<file path="src/rtl/io_bridge_fl.sv">
`default_nettype none
// ============================================================================
// Module      : io_bridge_fl
// Description : Peripheral-side IO bridge for the floating-point core.
//               Input side: one holding register per input address. Peripherals
//               write it, and the core reads it combinationally. A per-port
//               "fresh" flag marks values written since the last core read.
//               Output side: a show-ahead FIFO. It captures each core output
//               write as an {addr, data} pair and drains it over valid/ready.
//               The core cannot stall, so a push into a full FIFO (with no
//               simultaneous pop) is dropped and sets a sticky overflow flag.
// Config      : `define IO_BRIDGE_OVF_CNT_EN adds the ovf_cnt port, which holds
//               a saturating count of dropped pushes.
// Ports       : clk, rst (async, active-high)
//               req_in/addr_in/io_in         core input read port
//               out_en/addr_out/data_out     core output write port
//               pin_wr/pin_addr/pin_data     peripheral holding-register write
//               pin_fresh                    per-port written-since-read flags
//               pout_valid/pout_ready/pout_addr/pout_data/pout_level  FIFO drain
//               ovf/ovf_clr[/ovf_cnt]        overflow status
// Revision    : 1.0 - initial release
// ============================================================================
module io_bridge_fl #(
  parameter int NBMANT = 16,
  parameter int NBEXPO = 6,
  parameter int NUIOIN = 8,
  parameter int NUIOOU = 8,
  parameter int ODEPTH = 8,
  localparam int W  = NBMANT + NBEXPO + 1,
  localparam int AI = $clog2(NUIOIN),
  localparam int AO = $clog2(NUIOOU),
  localparam int LW = $clog2(ODEPTH) + 1
) (
  input  logic              clk,
  input  logic              rst,
  input  logic              req_in,
  input  logic [AI-1:0]     addr_in,
  output logic [W-1:0]      io_in,
  input  logic              out_en,
  input  logic [AO-1:0]     addr_out,
  input  logic [W-1:0]      data_out,
  input  logic              pin_wr,
  input  logic [AI-1:0]     pin_addr,
  input  logic [W-1:0]      pin_data,
  output logic [NUIOIN-1:0] pin_fresh,
  output logic              pout_valid,
  input  logic              pout_ready,
  output logic [AO-1:0]     pout_addr,
  output logic [W-1:0]      pout_data,
  output logic [LW-1:0]     pout_level,
  output logic              ovf,
`ifdef IO_BRIDGE_OVF_CNT_EN
  output logic [15:0]       ovf_cnt,
`endif
  input  logic              ovf_clr
);

  localparam int        PW      = LW - 1;
  localparam int        EW      = AO + W;
  localparam logic [PW:0] C_DEPTH = ODEPTH[PW:0];

  // --------------------------------------------------------------------------
  // Input holding registers
  // --------------------------------------------------------------------------
  logic [W-1:0]      hold [NUIOIN];
  logic [NUIOIN-1:0] fresh;

  // An out-of-range pin_addr matches no register, so the write is ignored.
  // When a peripheral write and a core read hit the same port, the write
  // wins, so the fresh flag ends up set.
  always_ff @(posedge clk or posedge rst) begin
    if (rst) begin
      for (int i = 0; i < NUIOIN; i++) hold[i] <= '0;
      fresh <= '0;
    end else begin
      for (int i = 0; i < NUIOIN; i++) begin
        if (pin_wr && pin_addr == AI'(i)) begin
          hold[i]  <= pin_data;
          fresh[i] <= 1'b1;
        end else if (req_in && addr_in == AI'(i)) begin
          fresh[i] <= 1'b0;
        end
      end
    end
  end

  // The read mux returns 0 for addresses that have no holding register.
  always_comb begin
    io_in = '0;
    for (int i = 0; i < NUIOIN; i++) begin
      if (addr_in == AI'(i)) io_in = hold[i];
    end
  end

  assign pin_fresh = fresh;

  // --------------------------------------------------------------------------
  // Output FIFO
  // --------------------------------------------------------------------------
  logic [EW-1:0] mem [ODEPTH];
  logic [PW-1:0] wr_ptr;
  logic [PW-1:0] rd_ptr;
  logic [PW:0]   level;
  logic          full;
  logic          pop;
  logic          push;
  logic          drop;

  assign full = (level == C_DEPTH);
  assign pop  = pout_valid && pout_ready;
  // A full FIFO still accepts a push when the head leaves in the same cycle.
  // In that case wr_ptr == rd_ptr, so the new entry lands in the slot that is
  // just being vacated, and it becomes the last entry once rd_ptr advances.
  assign push = out_en && (!full || pop);
  assign drop = out_en && full && !pop;

  // Valid is derived only from registered level, so there is no path from
  // ready to valid.
  assign pout_valid             = (level != '0);
  assign pout_level             = level;
  assign {pout_addr, pout_data} = mem[rd_ptr];

  // Memory is cleared on reset so the head reads 0 out of reset.
  always_ff @(posedge clk or posedge rst) begin
    if (rst) begin
      for (int i = 0; i < ODEPTH; i++) mem[i] <= '0;
      wr_ptr <= '0;
      rd_ptr <= '0;
      level  <= '0;
    end else begin
      if (push) begin
        mem[wr_ptr] <= {addr_out, data_out};
        wr_ptr      <= wr_ptr + 1'b1;
      end
      if (pop) rd_ptr <= rd_ptr + 1'b1;
      case ({push, pop})
        2'b10:   level <= level + 1'b1;
        2'b01:   level <= level - 1'b1;
        default: level <= level;
      endcase
    end
  end

  // --------------------------------------------------------------------------
  // Overflow status: set wins over clear
  // --------------------------------------------------------------------------
  always_ff @(posedge clk or posedge rst) begin
    if (rst)          ovf <= 1'b0;
    else if (drop)    ovf <= 1'b1;
    else if (ovf_clr) ovf <= 1'b0;
  end

`ifdef IO_BRIDGE_OVF_CNT_EN
  // A drop in the same cycle as a clear restarts the count at 1.
  always_ff @(posedge clk or posedge rst) begin
    if (rst) begin
      ovf_cnt <= '0;
    end else if (drop) begin
      if (ovf_clr)                ovf_cnt <= 16'd1;
      else if (ovf_cnt != 16'hFFFF) ovf_cnt <= ovf_cnt + 16'd1;
    end else if (ovf_clr) begin
      ovf_cnt <= '0;
    end
  end
`endif

endmodule
`default_nettype wire

</file>
<file path="config.mk">
export PLATFORM = sky130hd
export DESIGN_NAME = io_bridge_fl
export DESIGN_NICKNAME = d
export VERILOG_FILES = /design/src/rtl/io_bridge_fl.sv
export SDC_FILE = /design/constraint.sdc
export NUM_CORES = 1
export LEC_CHECK = 0
export CAP_MARGIN = 20
export CORE_MARGIN = 1.5
export CORE_UTILIZATION = 50
export DETAILED_ROUTE_END_ITERATION = 10
export PLACE_DENSITY_LB_ADDON = 0.15
export SLEW_MARGIN = 20
export SYNTH_ARGS = -nofsm -noshare
export SYNTH_HDL_FRONTEND = slang
export SYNTH_SLANG_ARGS = --single-unit
</file>
<file path="constraint.sdc">
create_clock -name clk -period 26.5 [get_ports clk]
set_clock_uncertainty 0.15 [all_clocks]
set_input_delay 7.95 -clock clk [delete_from_list [all_inputs] [get_ports clk]]
set_output_delay 7.95 -clock clk [all_outputs]
set_load 0.03 [all_outputs]
</file>
==> summary.md <==
| Metric | Value |
|---|---|
| Clock Sinks | `411` |
| Worst hold path class | `reg -> reg` |
| Share of cells above drive strength 1 | `0.416` |
| Clock Path Buffers | `3` |
| Row count | `70` |
| CTS Buf Count | `45` |
| Placed cells | `1,790` |
| Iter 0 DRT Violations | `559` |
| Worst-skew pair later-pin latency | `0.56 ns` |
| Min Hold Slack | `0.348 ns` |
| Total power | `0.00255 W` |
| FFs w/ async S/R, synth | `1.00` |
| Comb power frac | `0.366` |
| Area Growth Syn to Fin | `17.0%` |
| Register area | `10,300 µm²` |
| Synth Area per Inst | `15.0 µm²` |
| Area of the multi-input gates | `8130 µm²` |
| CTS Hold Buffers Added | `0` |
| Cells after synthesis | `1,257` |
| Total Routed Length | `41,100 µm` |
| Fin crit share | `0.729` |
| Initial antenna violation count | `2` |
| Count of cell types in the netlist | `37` |
| Fillers | `2,869` |
| Synth Warn # | `0` |
| Core area | `36,800 µm²` |
| Rel. slew slack | `0.341` |
| Sw Ratio | `0.306` |
| NumNets Final | `1,437` |
| Initial Util | `0.511` |
| Setup TNS Final | `0 ns` |
| Cell with the most instances after synthesis | `dfrtp_1` |
| Share of the synthesized area in the top cell type | `0.547` |
| Post-CTS Setup Bufs | `0` |
| Max Fclk | `0.0518 GHz` |
| Largest net degree at the start of global routing | `191` |
| Fin cells | `1,872` |
| Sequential area share after synthesis | `0.547` |
| Design Area, Final | `22,000 µm²` |
| Placed Area | `20,500 µm²` |
| Reg power frac | `0.390` |
| Worst setup EP type | `output port` |
| Drc violations | `0` |
| Gr usage total | `0.219` |
| Post-synthesis register bit count | `411` |
| Synth Net Count | `1,324` |
| PortBufs | `124` |
| Clock root buffer | `clkbuf_16` |
| Post-CTS Resized | `0` |
| Worst EP required | `18.40 ns` |
| # IOs | `125` |
| Vias | `10,900` |
| Number of flops mapped to enable cells by yosys | `0` |
| Top FF cell, synth | `dfrtp_1` |
| Global-route wire length before repair | `65,500 µm` |
| Psw | `0.000779 W` |
| Pins Over Slew Limit | `0` |
| Final hold vios | `0` |
| Status | `finished clean` |
| FF-to-FF Start | `pout_level[1]` |
| Synth area leaders | `dfrtp_1 (55%), mux2_2 (23%), mux4_2 (6.4%)` |
| Slew @ Worst Pin | `0.987 ns` |
| Vias in the first global route | `11,400` |
| Clock share of power | `0.244` |
| RSZ-0062 raised after global routing | `no` |
| DP HPWL | `23,100 µm` |
| Die W | `197 µm` |
| List of most frequent post-synthesis cells | `dfrtp_1 (411), mux2_2 (380), nand2_1 (79)` |
| Gpl congestion | `0.739` |
| # Max-Cap Violations | `0` |
| First drt pass iteration count | `4` |
| Die Y | `197 µm` |
| Area leader, netlist | `dfrtp_1` |
| Max FO, Critical Path | `39` |
| PwrDens | `116 nW/µm²` |
| Cell Int Power | `0.00177 W` |
| Endpoints failing setup | `0` |
| Synthesized area | `18,800 µm²` |
| Critical path startpoint category | `input pin` |
| CTS tree | `done` |
| Post-DR vias/cell | `5.82` |
| Diodes inserted | `0` |
| Reg clk slew, reported paths | `0.06 ns` |
| P_leak | `9.44 nW` |
| Avg WL per Cell | `22.0 µm` |
| FF-to-FF setup slack | `23.76 ns` |
| Min cycle time layout | `19.32 ns` |
| Worst Setup SP | `addr_in[1]` |
| Critical path type | `in -> out` |
| Hold_sp | `mem[116]` |
| CP arrival | `11.22 ns` |
| Die ar. | `38,800 µm²` |
| Peak VDD IR | `101 µV` |
| Antenna-violating nets left | `0` |
| H-tree levels | `2` |
| Gr ovfl total | `0` |
sequential cells by signal, summed over array words and instances (netlist names):
signal / count
wr_ptr: 3
mem: 208
ovf: 1
pin_fresh: 8
pout_level: 4
hold: 184
rd_ptr: 3
final timing paths:
kind / to / cells past startpoint
setup / recovery: io_in[0] / 8
hold / removal: mem[116] / 1
setup reg to reg: mem[145] / 6
hold reg to reg: mem[116] / 1
max in group asynchronous: hold[7] / 3
min in group asynchronous: pout_level[0] / 2
logic make-up after synthesis:
logic type	Yosys count	synth area share
adders and majority gates	5	0.00333
xor gates and xnor gates	9	0.00419
AOI/OAI and AO/OA	82	0.0347
muxes	540	0.359
and+or+nand+nor	118	0.0295
DFF	411	0.547
buffers and inverters	92	0.0222
stage by stage:
stage / utilization / setup slack, ns
after floorplan: - / 6.96
after global placement: 0.557 / 7.24
after detailed placement: 0.557 / 7.23
after CTS: 0.597 / 7.22
after global routing: 0.598 / 7.10
final: 0.598 / 7.18
layout make-up:
cell class                      count  area share
Multi-Input combinational cell    754       0.370
Clock buffer                       73      0.0629
Tap cell                          468      0.0266
Timing Repair Buffer              152      0.0669
Inverter                            6     0.00159
Sequential cell                   411       0.468
Clock inverter                      8     0.00427
placed cells by master, fill, tap and decap left out, types with 3 or more instances in the layout:
master / n
clkbuf_16: 47
mux4_2: 53
clkdlybuf4s50_1: 121
dfrtp_1: 409
xor2_1: 3
inv_1: 4
nand4b_1: 6
o211ai_1: 44
mux2_4: 40
o21ai_0: 7
nand2b_1: 10
mux2_2: 380
clkinv_2: 5
xnor2_1: 6
a32o_1: 22
ha_1: 5
mux2i_1: 67
nor2b_1: 4
nand2_1: 79
clkbuf_1: 15
clkbuf_8: 11
buf_4: 27
layer usage:
| layer | routed length [µm] | global-route usage |
|---|---|---|
| met1 | 18200 | 0.288 |
| met2 | 20300 | 0.372 |
| met3 | 1680 | 0.0402 |
| met4 | 831 | 0.0628 |
| met5 | 25 | 0 |
worst max-delay path, cell delays in order:
cell	delay (ns)
buf_4	0.47
buf_4	0.62
nor2b_2	0.67
buf_4	0.34
nand2_1	0.08
o211ai_1	0.09
a32o_1	0.25
clkdlybuf4s50_1	0.69
power by group through the flow:
| stage | Clock, W | Sequential [W] | Combinational [W] |
|---|---|---|---|
| 2_1_floorplan | 0 | 0.000962 | 0.000702 |
| 3_3_place_gp | 0 | 0.000993 | 0.000925 |
| 3_5_place_dp | 0 | 0.00100 | 0.000941 |
| 4_1_cts | 0.000638 | 0.000995 | 0.000946 |
| 5_1_grt | 0.000662 | 0.00103 | 0.000993 |
| 6_report | 0.000621 | 0.000994 | 0.000931 |
(Power assumes the default switching activity.)
